--- src/rtl/ctrl_sequencer_if.sv ---
`default_nettype none
// ============================================================================
// Module   : ctrl_sequencer_if
// Desc     : Control bundle between the sequencer and the 16-bit datapath:
//            IR/flag/memory-ready inputs and the register/memory strobes.
// Revision : 1.0
// ============================================================================
interface ctrl_sequencer_if #(
    parameter int WORD_SIZE = 16
);
    logic [WORD_SIZE-1:0] ir_q;
    logic                 zero_flag;
    logic                 mem_ready;

    logic                 mar_sel;
    logic                 mar_load;
    logic                 ir_load;
    logic                 pc_inc;
    logic                 pc_load;
    logic                 mdr_load;
    logic                 acc_load;
    logic [2:0]           alu_op;
    logic                 mem_rd;
    logic                 mem_wr;
    logic                 halted;
    logic                 bus_error;

    // Sequencer side
    modport master (
        input  ir_q,
        input  zero_flag,
        input  mem_ready,
        output mar_sel,
        output mar_load,
        output ir_load,
        output pc_inc,
        output pc_load,
        output mdr_load,
        output acc_load,
        output alu_op,
        output mem_rd,
        output mem_wr,
        output halted,
        output bus_error
    );

    // Datapath / memory side
    modport slave (
        output ir_q,
        output zero_flag,
        output mem_ready,
        input  mar_sel,
        input  mar_load,
        input  ir_load,
        input  pc_inc,
        input  pc_load,
        input  mdr_load,
        input  acc_load,
        input  alu_op,
        input  mem_rd,
        input  mem_wr,
        input  halted,
        input  bus_error
    );
endinterface
`default_nettype wire

--- src/rtl/ctrl_sequencer.sv ---
`default_nettype none
// ============================================================================
// Module   : ctrl_sequencer
// Desc     : Fetch/decode/execute control FSM for the 16-bit accumulator
//            datapath, with a memory ready handshake and timeout bus error.
// Revision : 1.0
// ============================================================================
module ctrl_sequencer #(
    parameter int WORD_SIZE = 16,
    parameter int MAX_WAIT  = 15,
    parameter int WAIT_W    = 8
) (
    input  wire logic         clk,
    input  wire logic         reset,
    ctrl_sequencer_if.master  bus
);

    typedef enum logic [2:0] {
        ST_FETCH_A = 3'd0,
        ST_FETCH_M = 3'd1,
        ST_DECODE  = 3'd2,
        ST_OPER_M  = 3'd3,
        ST_EXEC    = 3'd4,
        ST_HALT    = 3'd5
    } state_t;

    localparam logic [3:0] c_op_nop = 4'h0;
    localparam logic [3:0] c_op_lda = 4'h1;
    localparam logic [3:0] c_op_sta = 4'h2;
    localparam logic [3:0] c_op_add = 4'h3;
    localparam logic [3:0] c_op_sub = 4'h4;
    localparam logic [3:0] c_op_and = 4'h5;
    localparam logic [3:0] c_op_jmp = 4'h6;
    localparam logic [3:0] c_op_jz  = 4'h7;
    localparam logic [3:0] c_op_hlt = 4'hF;

    localparam logic [2:0] c_alu_pass_b = 3'd0;
    localparam logic [2:0] c_alu_add    = 3'd1;
    localparam logic [2:0] c_alu_sub    = 3'd2;
    localparam logic [2:0] c_alu_and    = 3'd3;

    localparam logic [WAIT_W-1:0] c_max_wait = WAIT_W'(MAX_WAIT);

    state_t            r_state;
    logic [WAIT_W-1:0] r_wait_cnt;
    logic              r_bus_error;

    logic [3:0] w_opcode;
    logic       w_needs_operand;
    logic       w_timeout;

    // The operand field is routed to the MAR/PC by the datapath, not here.
    logic w_unused_operand;
    assign w_unused_operand = ^bus.ir_q[WORD_SIZE-5:0];

    assign w_opcode = bus.ir_q[WORD_SIZE-1 -: 4];

    always_comb begin
        w_needs_operand = 1'b0;
        case (w_opcode)
            c_op_lda, c_op_sta, c_op_add, c_op_sub, c_op_and:
                w_needs_operand = 1'b1;
            default:
                w_needs_operand = 1'b0;
        endcase
    end

    // Ready arriving in the same cycle the count hits the limit still wins.
    assign w_timeout = (r_wait_cnt == c_max_wait) && !bus.mem_ready;

    // ------------------------------------------------------------------
    // State, wait counter and sticky bus error
    // ------------------------------------------------------------------
    always_ff @(posedge clk) begin
        if (reset) begin
            r_state     <= ST_FETCH_A;
            r_wait_cnt  <= '0;
            r_bus_error <= 1'b0;
        end else begin
            case (r_state)
                ST_FETCH_A: begin
                    r_state    <= ST_FETCH_M;
                    r_wait_cnt <= '0;
                end
                ST_FETCH_M: begin
                    if (bus.mem_ready) begin
                        r_state <= ST_DECODE;
                    end else if (w_timeout) begin
                        r_bus_error <= 1'b1;
                        r_state     <= ST_HALT;
                    end else begin
                        r_wait_cnt <= r_wait_cnt + 1'b1;
                    end
                end
                ST_DECODE: begin
                    if (w_opcode == c_op_hlt) begin
                        r_state <= ST_HALT;
                    end else if (w_needs_operand) begin
                        r_state    <= ST_OPER_M;
                        r_wait_cnt <= '0;
                    end else begin
                        r_state <= ST_FETCH_A;
                    end
                end
                ST_OPER_M: begin
                    if (bus.mem_ready) begin
                        r_state <= (w_opcode == c_op_sta) ? ST_FETCH_A : ST_EXEC;
                    end else if (w_timeout) begin
                        r_bus_error <= 1'b1;
                        r_state     <= ST_HALT;
                    end else begin
                        r_wait_cnt <= r_wait_cnt + 1'b1;
                    end
                end
                ST_EXEC: begin
                    r_state <= ST_FETCH_A;
                end
                ST_HALT: begin
                    r_state <= ST_HALT;
                end
                default: begin
                    r_state <= ST_FETCH_A;
                end
            endcase
        end
    end

    // ------------------------------------------------------------------
    // Strobe decode; reset gates everything so nothing issues in that cycle
    // ------------------------------------------------------------------
    logic       w_mar_sel;
    logic       w_mar_load;
    logic       w_ir_load;
    logic       w_pc_inc;
    logic       w_pc_load;
    logic       w_mdr_load;
    logic       w_acc_load;
    logic [2:0] w_alu_op;
    logic       w_mem_rd;
    logic       w_mem_wr;
    logic       w_halted;

    always_comb begin
        w_mar_sel  = 1'b0;
        w_mar_load = 1'b0;
        w_ir_load  = 1'b0;
        w_pc_inc   = 1'b0;
        w_pc_load  = 1'b0;
        w_mdr_load = 1'b0;
        w_acc_load = 1'b0;
        w_alu_op   = c_alu_pass_b;
        w_mem_rd   = 1'b0;
        w_mem_wr   = 1'b0;
        w_halted   = 1'b0;
        if (!reset) begin
            case (r_state)
                ST_FETCH_A: begin
                    w_mar_load = 1'b1;
                end
                ST_FETCH_M: begin
                    w_mem_rd  = 1'b1;
                    w_ir_load = bus.mem_ready;
                    w_pc_inc  = bus.mem_ready;
                end
                ST_DECODE: begin
                    case (w_opcode)
                        c_op_jmp: w_pc_load = 1'b1;
                        c_op_jz:  w_pc_load = bus.zero_flag;
                        default: begin
                            w_mar_sel  = w_needs_operand;
                            w_mar_load = w_needs_operand;
                        end
                    endcase
                end
                ST_OPER_M: begin
                    if (w_opcode == c_op_sta) begin
                        w_mem_wr = 1'b1;
                    end else begin
                        w_mem_rd   = 1'b1;
                        w_mdr_load = bus.mem_ready;
                    end
                end
                ST_EXEC: begin
                    w_acc_load = 1'b1;
                    case (w_opcode)
                        c_op_add: w_alu_op = c_alu_add;
                        c_op_sub: w_alu_op = c_alu_sub;
                        c_op_and: w_alu_op = c_alu_and;
                        default:  w_alu_op = c_alu_pass_b;
                    endcase
                end
                ST_HALT: begin
                    w_halted = 1'b1;
                end
                default: begin
                    w_halted = 1'b0;
                end
            endcase
        end
    end

    assign bus.mar_sel   = w_mar_sel;
    assign bus.mar_load  = w_mar_load;
    assign bus.ir_load   = w_ir_load;
    assign bus.pc_inc    = w_pc_inc;
    assign bus.pc_load   = w_pc_load;
    assign bus.mdr_load  = w_mdr_load;
    assign bus.acc_load  = w_acc_load;
    assign bus.alu_op    = w_alu_op;
    assign bus.mem_rd    = w_mem_rd;
    assign bus.mem_wr    = w_mem_wr;
    assign bus.halted    = w_halted;
    assign bus.bus_error = r_bus_error;

endmodule
`default_nettype wire

--- src/flat_wrapper.sv ---
// flat-port wrapper written by rule: the top's interface ports become plain ports
module ctrl_sequencer_flat 
#(
    parameter int WORD_SIZE = 16,
    parameter int MAX_WAIT  = 15,
    parameter int WAIT_W    = 8
)
  (clk, reset, bus_ir_q, bus_zero_flag, bus_mem_ready, bus_mar_sel, bus_mar_load, bus_ir_load, bus_pc_inc, bus_pc_load, bus_mdr_load, bus_acc_load, bus_alu_op, bus_mem_rd, bus_mem_wr, bus_halted, bus_bus_error);
  ctrl_sequencer_if #(.WORD_SIZE(WORD_SIZE)) bus_i ();
  input  wire logic clk;
  input  wire logic reset;
  input wire logic [$bits(bus_i.ir_q)-1:0] bus_ir_q;
  input wire logic [$bits(bus_i.zero_flag)-1:0] bus_zero_flag;
  input wire logic [$bits(bus_i.mem_ready)-1:0] bus_mem_ready;
  output wire logic [$bits(bus_i.mar_sel)-1:0] bus_mar_sel;
  output wire logic [$bits(bus_i.mar_load)-1:0] bus_mar_load;
  output wire logic [$bits(bus_i.ir_load)-1:0] bus_ir_load;
  output wire logic [$bits(bus_i.pc_inc)-1:0] bus_pc_inc;
  output wire logic [$bits(bus_i.pc_load)-1:0] bus_pc_load;
  output wire logic [$bits(bus_i.mdr_load)-1:0] bus_mdr_load;
  output wire logic [$bits(bus_i.acc_load)-1:0] bus_acc_load;
  output wire logic [$bits(bus_i.alu_op)-1:0] bus_alu_op;
  output wire logic [$bits(bus_i.mem_rd)-1:0] bus_mem_rd;
  output wire logic [$bits(bus_i.mem_wr)-1:0] bus_mem_wr;
  output wire logic [$bits(bus_i.halted)-1:0] bus_halted;
  output wire logic [$bits(bus_i.bus_error)-1:0] bus_bus_error;
  assign bus_i.ir_q = bus_ir_q;
  assign bus_i.zero_flag = bus_zero_flag;
  assign bus_i.mem_ready = bus_mem_ready;
  assign bus_mar_sel = bus_i.mar_sel;
  assign bus_mar_load = bus_i.mar_load;
  assign bus_ir_load = bus_i.ir_load;
  assign bus_pc_inc = bus_i.pc_inc;
  assign bus_pc_load = bus_i.pc_load;
  assign bus_mdr_load = bus_i.mdr_load;
  assign bus_acc_load = bus_i.acc_load;
  assign bus_alu_op = bus_i.alu_op;
  assign bus_mem_rd = bus_i.mem_rd;
  assign bus_mem_wr = bus_i.mem_wr;
  assign bus_halted = bus_i.halted;
  assign bus_bus_error = bus_i.bus_error;
  ctrl_sequencer #(.WORD_SIZE(WORD_SIZE), .MAX_WAIT(MAX_WAIT), .WAIT_W(WAIT_W)) u_core (.clk(clk), .reset(reset), .bus(bus_i));
endmodule
--- config.mk ---
export PLATFORM = sky130hd
export DESIGN_NAME = ctrl_sequencer_flat
export DESIGN_NICKNAME = d
export VERILOG_FILES = /design/src/rtl/ctrl_sequencer_if.sv /design/src/rtl/ctrl_sequencer.sv /design/src/flat_wrapper.sv
export SDC_FILE = /design/constraint.sdc
export NUM_CORES = 1
export LEC_CHECK = 0
export BUFFER_PORTS_ARGS = -buffer_cell sky130_fd_sc_hd__buf_2
export CORE_UTILIZATION = 44
export DETAILED_ROUTE_END_ITERATION = 12
export GPL_ROUTABILITY_DRIVEN = 0
export HOLD_SLACK_MARGIN = 0.05
export PLACE_DENSITY = 0.75
export SYNTH_ARGS = -nofsm -noshare
export SYNTH_HDL_FRONTEND = slang
export SYNTH_SLANG_ARGS = --single-unit
--- constraint.sdc ---
create_clock -name clk -period 1.6 [get_ports clk]
set_input_delay 0.4 -clock clk [delete_from_list [all_inputs] [get_ports clk]]
set_output_delay 0.4 -clock clk [all_outputs]
set_load 0.005 [all_outputs]
==> results of run 1 <==
worst max-delay path, cell delays in order (launching register included):
cell	delay [ps]
dfxtp_2	330
nand2b_4	130
or3_4	360
buf_4	160
nor2_4	80
buf_2	120
cells by family (layout without fill, tap and decap cells):
| group | Yosys count | in the layout | synth area share, % |
|---|---|---|---|
| AOI/OAI and AO/OA | 38 | 38 | 28.29 |
| xor gates and xnor gates | 1 | 1 | 0.9298 |
| adders and majority gates | 1 | 1 | 1.328 |
| buffers and inverters | 16 | 70 | 11.82 |
| DFF | 12 | 12 | 25.50 |
| other | 1 | 1 | 0.3980 |
| and+or+nand+nor | 52 | 52 | 31.74 |
path summary, 6_finish.rpt:
kind                              from              endpoint  cells past startpoint
hold / removal    u_core.r_wait_cnt[1]  u_core.r_wait_cnt[1]                      2
setup reg to reg     u_core.r_state[0]  u_core.r_wait_cnt[7]                      8
setup / recovery     u_core.r_state[0]           bus_mar_sel                      5
hold reg to reg   u_core.r_wait_cnt[1]  u_core.r_wait_cnt[1]                      2
area by class of cell:
type	instances	area (sq um)
tap	27	33.78
clock buffer	3	22.52
fill	124	439.2
timing repair buffer	61	439.2
multi-input combinational	93	774.5
sequential	12	247.7
inverter	6	25.02
cells in the mapped netlist, drive strengths merged:
cell type / instances
a2111oi: 2
a211oi: 2
a21boi: 1
a21o: 2
a21oi: 13
a31oi: 4
a41o: 1
a41oi: 1
and3: 4
buf: 6
clkbuf: 4
conb: 1
dfxtp: 12
ha: 1
inv: 6
nand2: 9
nand2b: 2
nand3: 5
nand3b: 1
nand4: 1
nor2: 10
nor3: 3
nor4: 4
nor4b: 1
nor4bb: 1
o21ai: 7
o31ai: 5
or2b: 1
or3: 2
or3b: 1
or4: 6
or4b: 1
xor2: 1
state kept, by name, indices dropped and copies added, names as in the netlist:
name / count
u_core.r_wait_cnt: 8
u_core.r_state: 3
u_core.bus.bus_error: 1
report_power, final:
group | internal [mW] | switching [mW]
sequential | 0.305 | 0.00654
combinational | 0.127 | 0.142
clock | 0.0868 | 0.104
total | 0.519 | 0.253
repair_timing:
| item | in CTS | in global routing |
|---|---|---|
| gates resized for setup | 23 | 24 |
| setup endpoints to repair | 12 | 20 |
| buffers inserted | 6 | 4 |
| pin swaps | 12 | 7 |
layer usage:
layer / routed length, microns / vias to the layer above
met5: 0 / -
met4: 218 / 0
met3: 202 / 25
met2: 1935 / 76
met1: 1320 / 578
li1: - / 561
through the flow:
step / cell area [sq um] / util (%)
2_1_floorplan: 972.2 / -
3_3_place_gp: 1242 / 62.69
3_5_place_dp: 1242 / 62.69
4_1_cts: 1404 / 70.83
5_1_grt: 1543 / 77.84
6_report: 1543 / 77.84
==> flow_summary_export.csv, run 1 <==
group,metric,value,unit
yosys,yosys.area.top_type_share,25.50,%
sta,post-route-min-period,1849,ps
power,ir_drop,0.4413,mV
setup_path,arrival,1450,ps
yosys,seq_area_frac_synth,25.50,%
floorplan,chipHeight,48.28,microns
setup_path,cp-end-kind,"primary output",
power,power.density,500.4,mW/mm^2
run_status,outcome,"complete, but fails checks",
sta,finClkSkew,9.319,ps
floorplan,coreArea,0.001982,sq mm
global_routing,grt_max_degree,11,
global_routing,grt_pass1_wl,4.471,mm
global_routing,grt_overflow,0,
global_routing,track_usage,27.75,%
sta,fin_ws,-249.4,ps
sta,setup_viol,16,
route,via_count,1240,
placed_design,pre_cts_slack,-203.6,ps
global_routing,grt_use_met3,7.407,%
clock_tree,clockRootBuffer,"clkbuf_4",
yosys,synth_nets,142,
clock_tree,cts-buffers-inserted,3,
yosys,netlist.top_cell.by_area,"dfxtp_1",
clock_tree,clkSlewWorstSetupHoldPaths,90,ps
global_routing,grt_most_used_layer,"met2",
floorplan,fp.dieW,48.28,microns
route,ant_nets,0,
clock_tree,cts_sinks,12,
route,avgViaCountPerCell,6.139,
global_routing,met1_usage,31.50,%
final_layout,diodes,0,
final_layout,drive_gt1_share,57.71,%
clock_tree,h-tree-depth,1,
yosys,netlist_area,942.2,sq um
global_routing,antenna_found_initial,0,
yosys,synth_cell_types,45,
run_status,violations,"negative setup slack",
floorplan,initial_utilization,47.54,%
clock_tree,cts_hold_buffers,0,
placed_design,hpwl,2.033,mm
global_routing,use_met2,46.67,%
run,drv_cap,0,
floorplan,ios,34,
sta,rsz0062_at_grt,"yes",
sta,fmax,540.7,MHz
sta,tns,-2396,ps
final_layout,final_common_cell,"buf_4",
setup_path,required,1200,ps
setup_path,startpoint_type,"flop",
yosys,syn_inst,121,
power,p_leak,0.6692,nW
setup_path,path_class,"flop to primary output",
final_layout,nets,198,
global_routing,grt_pass1_vias,1000,
route,routed_wl,3.677,mm
final_layout,layout_common_cells,"buf_4 (36), buf_2 (18), dfxtp_1 (8)",
route,drc,0,
clock_tree,clockBufferDepth,2,
clock_tree,worst_skew_pair.late_latency,270,ps
placed_design,port_buffers,20,
yosys,synth_warnings,0,
yosys,ys_ff_latch,12,
final_layout,instances_no_fill,202,
floorplan,num_rows,16,
route,dr.pass1.iters,4,
hold_path,hp-class,"flop to flop",
placed_design,dp.cells,189,
power,total_power,0.7720,mW
yosys,avgSynthCellArea,7.786,sq um
yosys,synth_area_leaders,"dfxtp_1 (25%), a21oi_1 (5.8%), nor2_1 (4.0%)",
route,wl_per_cell,18.20,microns
sta,timing.hold.ws,552.1,ps
sta,hold_violations,0,
sta,slew_violations,0,
setup_path,reg2reg_setup_slack,-180,ps
floorplan,dieArea,0.002330,sq mm
clock_tree,tritoncts,"yes",
setup_path,path_max_fanout,2,
final_layout,area_delta_synth_final,63.74,%
sta,fin_crit_sh,115.6,%
route,drtIter0Drc,44,
Note: power is estimated with default switching activity, not from simulation.
==> run 2, diff against run 1 <==
--- a/config.mk
+++ b/config.mk
@@ -10,7 +10,7 @@
 export DETAILED_ROUTE_END_ITERATION = 12
 export GPL_ROUTABILITY_DRIVEN = 0
 export HOLD_SLACK_MARGIN = 0.05
-export PLACE_DENSITY = 0.75
+export PLACE_DENSITY_LB_ADDON = 0.08
 export SYNTH_ARGS = -nofsm -noshare
 export SYNTH_HDL_FRONTEND = slang
 export SYNTH_SLANG_ARGS = --single-unit
==> run 2 against run 1 <==
Net effect: the flow still finishes with violations (negative setup slack); routed wire length shrank 21%; non-clock buffer count shrank 8; highest routed layer unchanged; largest power group unchanged; worst hold slack lost 73 ps; critical path type unchanged; fmax grew 1.6%; clock skew shrank 5.8 ps.
==> flow_summary_export.csv, run 2 (synthesized netlist as in run 1, its figures left out) <==
group,metric,value,unit
route,drtIter0Drc,21,
power,p_leak,0.6218,nW
clock_tree,clockRootBuffer,"clkbuf_4",
floorplan,dieArea,0.002330,sq mm
setup_path,path_class,"flop to primary output",
final_layout,diodes,0,
power,pwr-share-clk,30.4,%
final_layout,regMostFlops,"u_core.r_wait_cnt",
placed_design,port_buffers,20,
sta,finClkSkew,3.484,ps
route,drc,0,
floorplan,num_rows,16,
sta,post-route-min-period,1820,ps
setup_path,crit_buf_inv,2,
power,switching_power,0.2451,mW
setup_path,r2r_start,"u_core.r_state[0]",
final_layout,fill_cells,143,
final_layout,fin_util,74.94,%
floorplan,ios,34,
setup_path,startpoint_type,"flop",
route,wl_per_cell,14.98,microns
global_routing,grt_max_degree,12,
final_layout,largest_reg_flops,8,
floorplan,coreArea,0.001982,sq mm
final_layout,drive_gt1_share,56.55,%
floorplan,fp.dieW,48.28,microns
final_layout,layout_common_cells,"buf_4 (27), buf_2 (18), dfxtp_1 (10), nor2_1 (8)",
power,sw_frac_of_total,30.10,%
setup_path,required,1200,ps
placed_design,hpwl,1.983,mm
power,cell_internal_pwr,0.5693,mW
clock_tree,tritoncts,"yes",
setup_path,crit_start,"u_core.r_state[0]",
final_layout,final_common_cell,"buf_4",
global_routing,antenna_found_initial,0,
setup_path,slowest_delay,430,ps
final_layout,instances_no_fill,195,
floorplan,chipHeight,48.28,microns
clock_tree,cts_hold_buffers,0,
setup_path,arrival,1420,ps
sta,fin_crit_sh,113.7,%
final_layout,ff_latch_area,245.2,sq um
power,power.density,548.4,mW/mm^2
route,routed_wl,2.922,mm
run_status,outcome,"complete, but fails checks",
sta,fmax,549.6,MHz
route,ant_nets,0,
sta,tns,-1794,ps
placed_design,dp.cells,185,
route,avgViaCountPerCell,5.785,
global_routing,grt_pass1_wl,4.050,mm
sta,setup_viol,12,
clock_tree,clkSlewWorstSetupHoldPaths,90,ps
clock_tree,worst_skew_pair.late_latency,270,ps
clock_tree,clockBufferDepth,2,
clock_tree,cts-buffers-inserted,3,
setup_path,crit_family,"simple AND/OR/NAND/NOR gates",
clock_tree,cts_sinks,12,
power,ir_drop,0.3404,mV
route,via_count,1128,
floorplan,initial_utilization,47.54,%
run_status,violations,"negative setup slack",
route,dr.pass1.iters,5,
setup_path,path_max_fanout,4,
sta,slew_violations,0,
sta,fin_ws,-219.6,ps
power,comb_power_share,31.4,%
hold_path,hp-class,"flop to flop",
setup_path,cp-end-kind,"primary output",
clock_tree,h-tree-depth,1,
final_layout,nets,190,
global_routing,track_usage,24.33,%
global_routing,grt_pass1_vias,966,
sta,rsz0062_at_grt,"yes",
hold_path,holdCritStartpoint,"u_core.bus.bus_error",
setup_path,slowest_stage,"or3b_4",
sta,timing.hold.ws,479.4,ps
final_layout,multi_input_area,744.5,sq um
run,drv_cap,0,
power,p_seq_share,38.2,%
global_routing,grt_overflow,0,
sta,hold_violations,0,
final_layout,area_delta_synth_final,57.64,%
setup_path,path_cells,"buf_4 > or3b_4 > nor3_2 > buf_2",
## run 2: cell count changes in the layout (fill, tap and decap cells not counted), moves of 2 or more
cell	before	now
a21oi_2	4	6
buf_4	36	27
dfxtp_1	8	10
dfxtp_2	3	1
nor4_4	3	1
or4_1	4	2
or4_4	2	4
## run 2: layer usage
metal  GRT usage [%]  part of all wire (%)  vias to the layer above
met1           30.22                    42                      534
met4           11.11                   2.1                        0
met2           40.80                    52                       38
met5               0                     0                        -
met3           4.074                   4.2                        8
li1                -                     -                      548
## run 2: layout make-up
type                       count  share of cell area [%]
tap                           27                   2.275
timing repair buffer          53                   26.96
multi-input combinational     93                   50.13
clock buffer                   4                   2.443
sequential                    12                   16.51
inverter                       6                   1.685
## run 2: through the flow
step / setup slack (ps) / power [mW] / cell area, sq um
final: -219.6 / 0.8144 / 1485
after global placement: -161.5 / 0.4921 / 1212
after CTS: -252.2 / 0.7761 / 1368
after floorplan: -15.25 / 0.4306 / 972.2
after global routing: -305.5 / 0.8520 / 1485
after detailed placement: -159.6 / 0.4982 / 1212
## run 2: tightest hold or removal path, stage by stage (launching register included)
cell     delay [ps]
dfxtp_1         330
a21oi_1          40
nor2_1           70
## run 2: what timing repair did
item	CTS	global route
endpoints found under the setup margin	10	18
pin swaps	7	7
resized for setup	24	19
gates cloned	0	1
endpoints found under the hold margin	0	0
buffers inserted	3	2
## run 2: final timing paths
check	slack [ps]	cells past startpoint	endpoint
max	-220	4	bus_mem_wr
min	480	2	u_core.bus.bus_error
max reg2reg	-50	7	u_core.r_wait_cnt[7]
min reg2reg	480	2	u_core.bus.bus_error
## run 2: power groups by stage
| stage | registers, mW | logic, mW | clock network, mW |
|---|---|---|---|
| global route | 0.312 | 0.271 | 0.268 |
| finish | 0.311 | 0.255 | 0.248 |
| floorplan | 0.318 | 0.112 | 0 |
| detailed placement | 0.318 | 0.181 | 0 |
| CTS | 0.312 | 0.216 | 0.249 |
| global placement | 0.317 | 0.175 | 0 |
==> run 3, diff against run 2 <==
--- a/config.mk
+++ b/config.mk
@@ -6,11 +6,13 @@
 export NUM_CORES = 1
 export LEC_CHECK = 0
 export BUFFER_PORTS_ARGS = -buffer_cell sky130_fd_sc_hd__buf_2
-export CORE_UTILIZATION = 44
+export CORE_UTILIZATION = 48
 export DETAILED_ROUTE_END_ITERATION = 12
 export GPL_ROUTABILITY_DRIVEN = 0
 export HOLD_SLACK_MARGIN = 0.05
+export MAX_ROUTING_LAYER = met4
 export PLACE_DENSITY_LB_ADDON = 0.08
+export SKIP_LAST_GASP = 1
 export SYNTH_ARGS = -nofsm -noshare
 export SYNTH_HDL_FRONTEND = slang
 export SYNTH_SLANG_ARGS = --single-unit
==> constraint.sdc (replaced) <==
create_clock -name clk -period 1.85 [get_ports clk]
set_input_delay 0.4625 -clock clk [delete_from_list [all_inputs] [get_ports clk]]
set_output_delay 0.4625 -clock clk [all_outputs]
set_load 0.005 [all_outputs]
==> run 3 against run 2 <==
Net effect: the flow still finishes with violations (negative setup slack); non-clock buffer count fell by 7; first-iteration DRC count rose by 33%; critical path depth rose by 1.
==> flow_summary_export.csv, run 3 (synthesized netlist as in run 1, its figures left out) <==
group,metric,value,unit
run_status,outcome,"complete, but fails checks",
run_status,violations,"negative setup slack",
sta,setup_viol,7,
setup_path,r2r_start,"u_core.r_state[0]",
setup_path,cp-end-kind,"primary output",
clock_tree,clockBufferDepth,2,
final_layout,layout_common_cells,"buf_4 (21), buf_2 (19), dfxtp_1 (10), a21oi_1 (9), nor2_1 (7)",
route,avgViaCountPerCell,5.952,
setup_path,r2r_end,"u_core.r_wait_cnt[3]",
hold_path,holdCritStartpoint,"u_core.bus.bus_error",
sta,fin_ws,-121.4,ps
sta,rsz0062_at_grt,"yes",
clock_tree,worst_skew_pair.late_latency,280,ps
clock_tree,cts_sinks,12,
route,via_count,1107,
setup_path,cpMostUsedCell,"buf_2",
power,switching_power,0.2057,mW
hold_path,whs_endpoint,"u_core.bus.bus_error",
hold_path,holdPathStages,2,
placed_design,port_buffers,20,
global_routing,antenna_found_initial,0,
final_layout,diodes,0,
floorplan,coreArea,0.001783,sq mm
power,p_leak,0.5727,nW
power,power.density,503.3,mW/mm^2
power,total_power,0.6819,mW
global_routing,grt_pass1_wl,3.870,mm
final_layout,regMostFlops,"u_core.r_wait_cnt",
setup_path,path_cells,"buf_6 > buf_8 > buf_2 > nor4_1 > buf_2",
clock_tree,clkSlewWorstSetupHoldPaths,80,ps
clock_tree,cts_hold_buffers,0,
clock_tree,tritoncts,"yes",
global_routing,grt_overflow,0,
global_routing,grt_max_degree,13,
route,drc,0,
route,dr.pass1.iters,4,
floorplan,num_rows,15,
global_routing,grt_pass1_vias,943,
floorplan,dieArea,0.002144,sq mm
power,ir_drop,0.3615,mV
route,wl_per_cell,15.26,microns
sta,fin_crit_sh,106.6,%
final_layout,final_common_cell,"buf_4",
floorplan,initial_utilization,52.84,%
setup_path,startpoint_type,"flop",
placed_design,hpwl,1.888,mm
setup_path,crit_buf_inv,4,
sta,slew_violations,0,
setup_path,reg2reg_setup_slack,100,ps
sta,post-route-min-period,1971,ps
setup_path,required,1390,ps
sta,timing.hold.ws,478.9,ps
route,routed_wl,2.839,mm
power,p_seq_share,39.7,%
sta,fmax,507.3,MHz
sta,hold_violations,0,
final_layout,area_delta_synth_final,43.82,%
sta,finClkSkew,6.633,ps
setup_path,slowest_delay,340,ps
setup_path,arrival,1510,ps
hold_path,hp-class,"flop to flop",
global_routing,track_usage,26.16,%
setup_path,crit_family,"buffers and inverters",
power,pwr-share-clk,31.7,%
final_layout,largest_reg_flops,8,
clock_tree,cts-buffers-inserted,3,
floorplan,fp.dieW,46.31,microns
setup_path,path_class,"flop to primary output",
power,sw_frac_of_total,30.16,%
setup_path,path_max_fanout,6,
clock_tree,h-tree-depth,1,
floorplan,ios,34,
setup_path,slowest_stage,"dfxtp_2",
setup_path,reg2reg_depth,7,
route,ant_nets,0,
clock_tree,clockRootBuffer,"clkbuf_4",
floorplan,chipHeight,46.31,microns
final_layout,drive_gt1_share,47.83,%
power,cell_internal_pwr,0.4762,mW
run,drv_cap,0,
final_layout,nets,183,
route,drtIter0Drc,28,
power,comb_power_share,28.5,%
sta,tns,-430.5,ps
==> run 3: changes by cell type in the layout (fill, tap and decap cells not counted), sizes merged <==
| cell | change |
|---|---|
| buf | -6 |
| clkbuf | -1 |
==> run 3: area by class of cell <==
cell class / count / area [sq um]
fill: 135 / 427.9
clock buffer: 4 / 36.28
tap: 25 / 31.28
inverter: 6 / 22.52
sequential: 12 / 242.7
multi-input combinational: 93 / 698.2
timing repair buffer: 46 / 324.1
==> run 3: power groups by stage <==
| stage | Clock [mW] | Sequential [mW] | Combinational (mW) |
|---|---|---|---|
| after floorplan | 0 | 0.275 | 0.0917 |
| final | 0.216 | 0.271 | 0.195 |
| after global placement | 0 | 0.274 | 0.135 |
| after CTS | 0.217 | 0.271 | 0.168 |
| after global routing | 0.228 | 0.272 | 0.207 |
| after detailed placement | 0 | 0.275 | 0.139 |
==> run 3: how the worst max path moves through the flow <==
stage	depth (start not counted)	end	startpoint	slack, ps
final	5	bus_alu_op[0]	u_core.r_state[0]	-120
after detailed placement	4	bus_pc_load	reset	-120
after floorplan	3	bus_pc_load	reset	10
after global placement	4	bus_pc_load	reset	-110
after global routing	5	bus_alu_op[0]	u_core.r_state[0]	-170
after CTS	4	bus_pc_load	u_core.r_state[0]	-100
==> run 3: worst min-delay path, cell delays in order (launching register included) <==
cell,delay (ps)
dfxtp_1,330
a21oi_1,40
nor2_1,70
==> run 3: timing repair <==
item                       4_1_cts  5_1_grt
buffers inserted                 4        4
pin swaps                       10        4
setup endpoints to repair        7        8
resized for setup               21       12
==> run 3: metal layers <==
layer	wire length (microns)	global-route usage (%)	share of wire, %
met1	1321	32.55	47
met3	104	6.275	3.7
met5	0	-	0
met2	1387	41.11	49
met4	25	8.235	0.88
==> run 3: stage by stage <==
step | area [sq um] | cells | setup slack (ps) | util [%]
6_report | 1355 | 186 | -121.4 | 76.00
5_1_grt | 1355 | 186 | -170.6 | 76.00
4_1_cts | 1275 | 182 | -97.18 | 71.51
3_5_place_dp | 1121 | 174 | -119.6 | 62.88
3_3_place_gp | 1121 | 174 | -113.1 | 62.88
2_1_floorplan | 943.4 | 121 | 14.96 | -
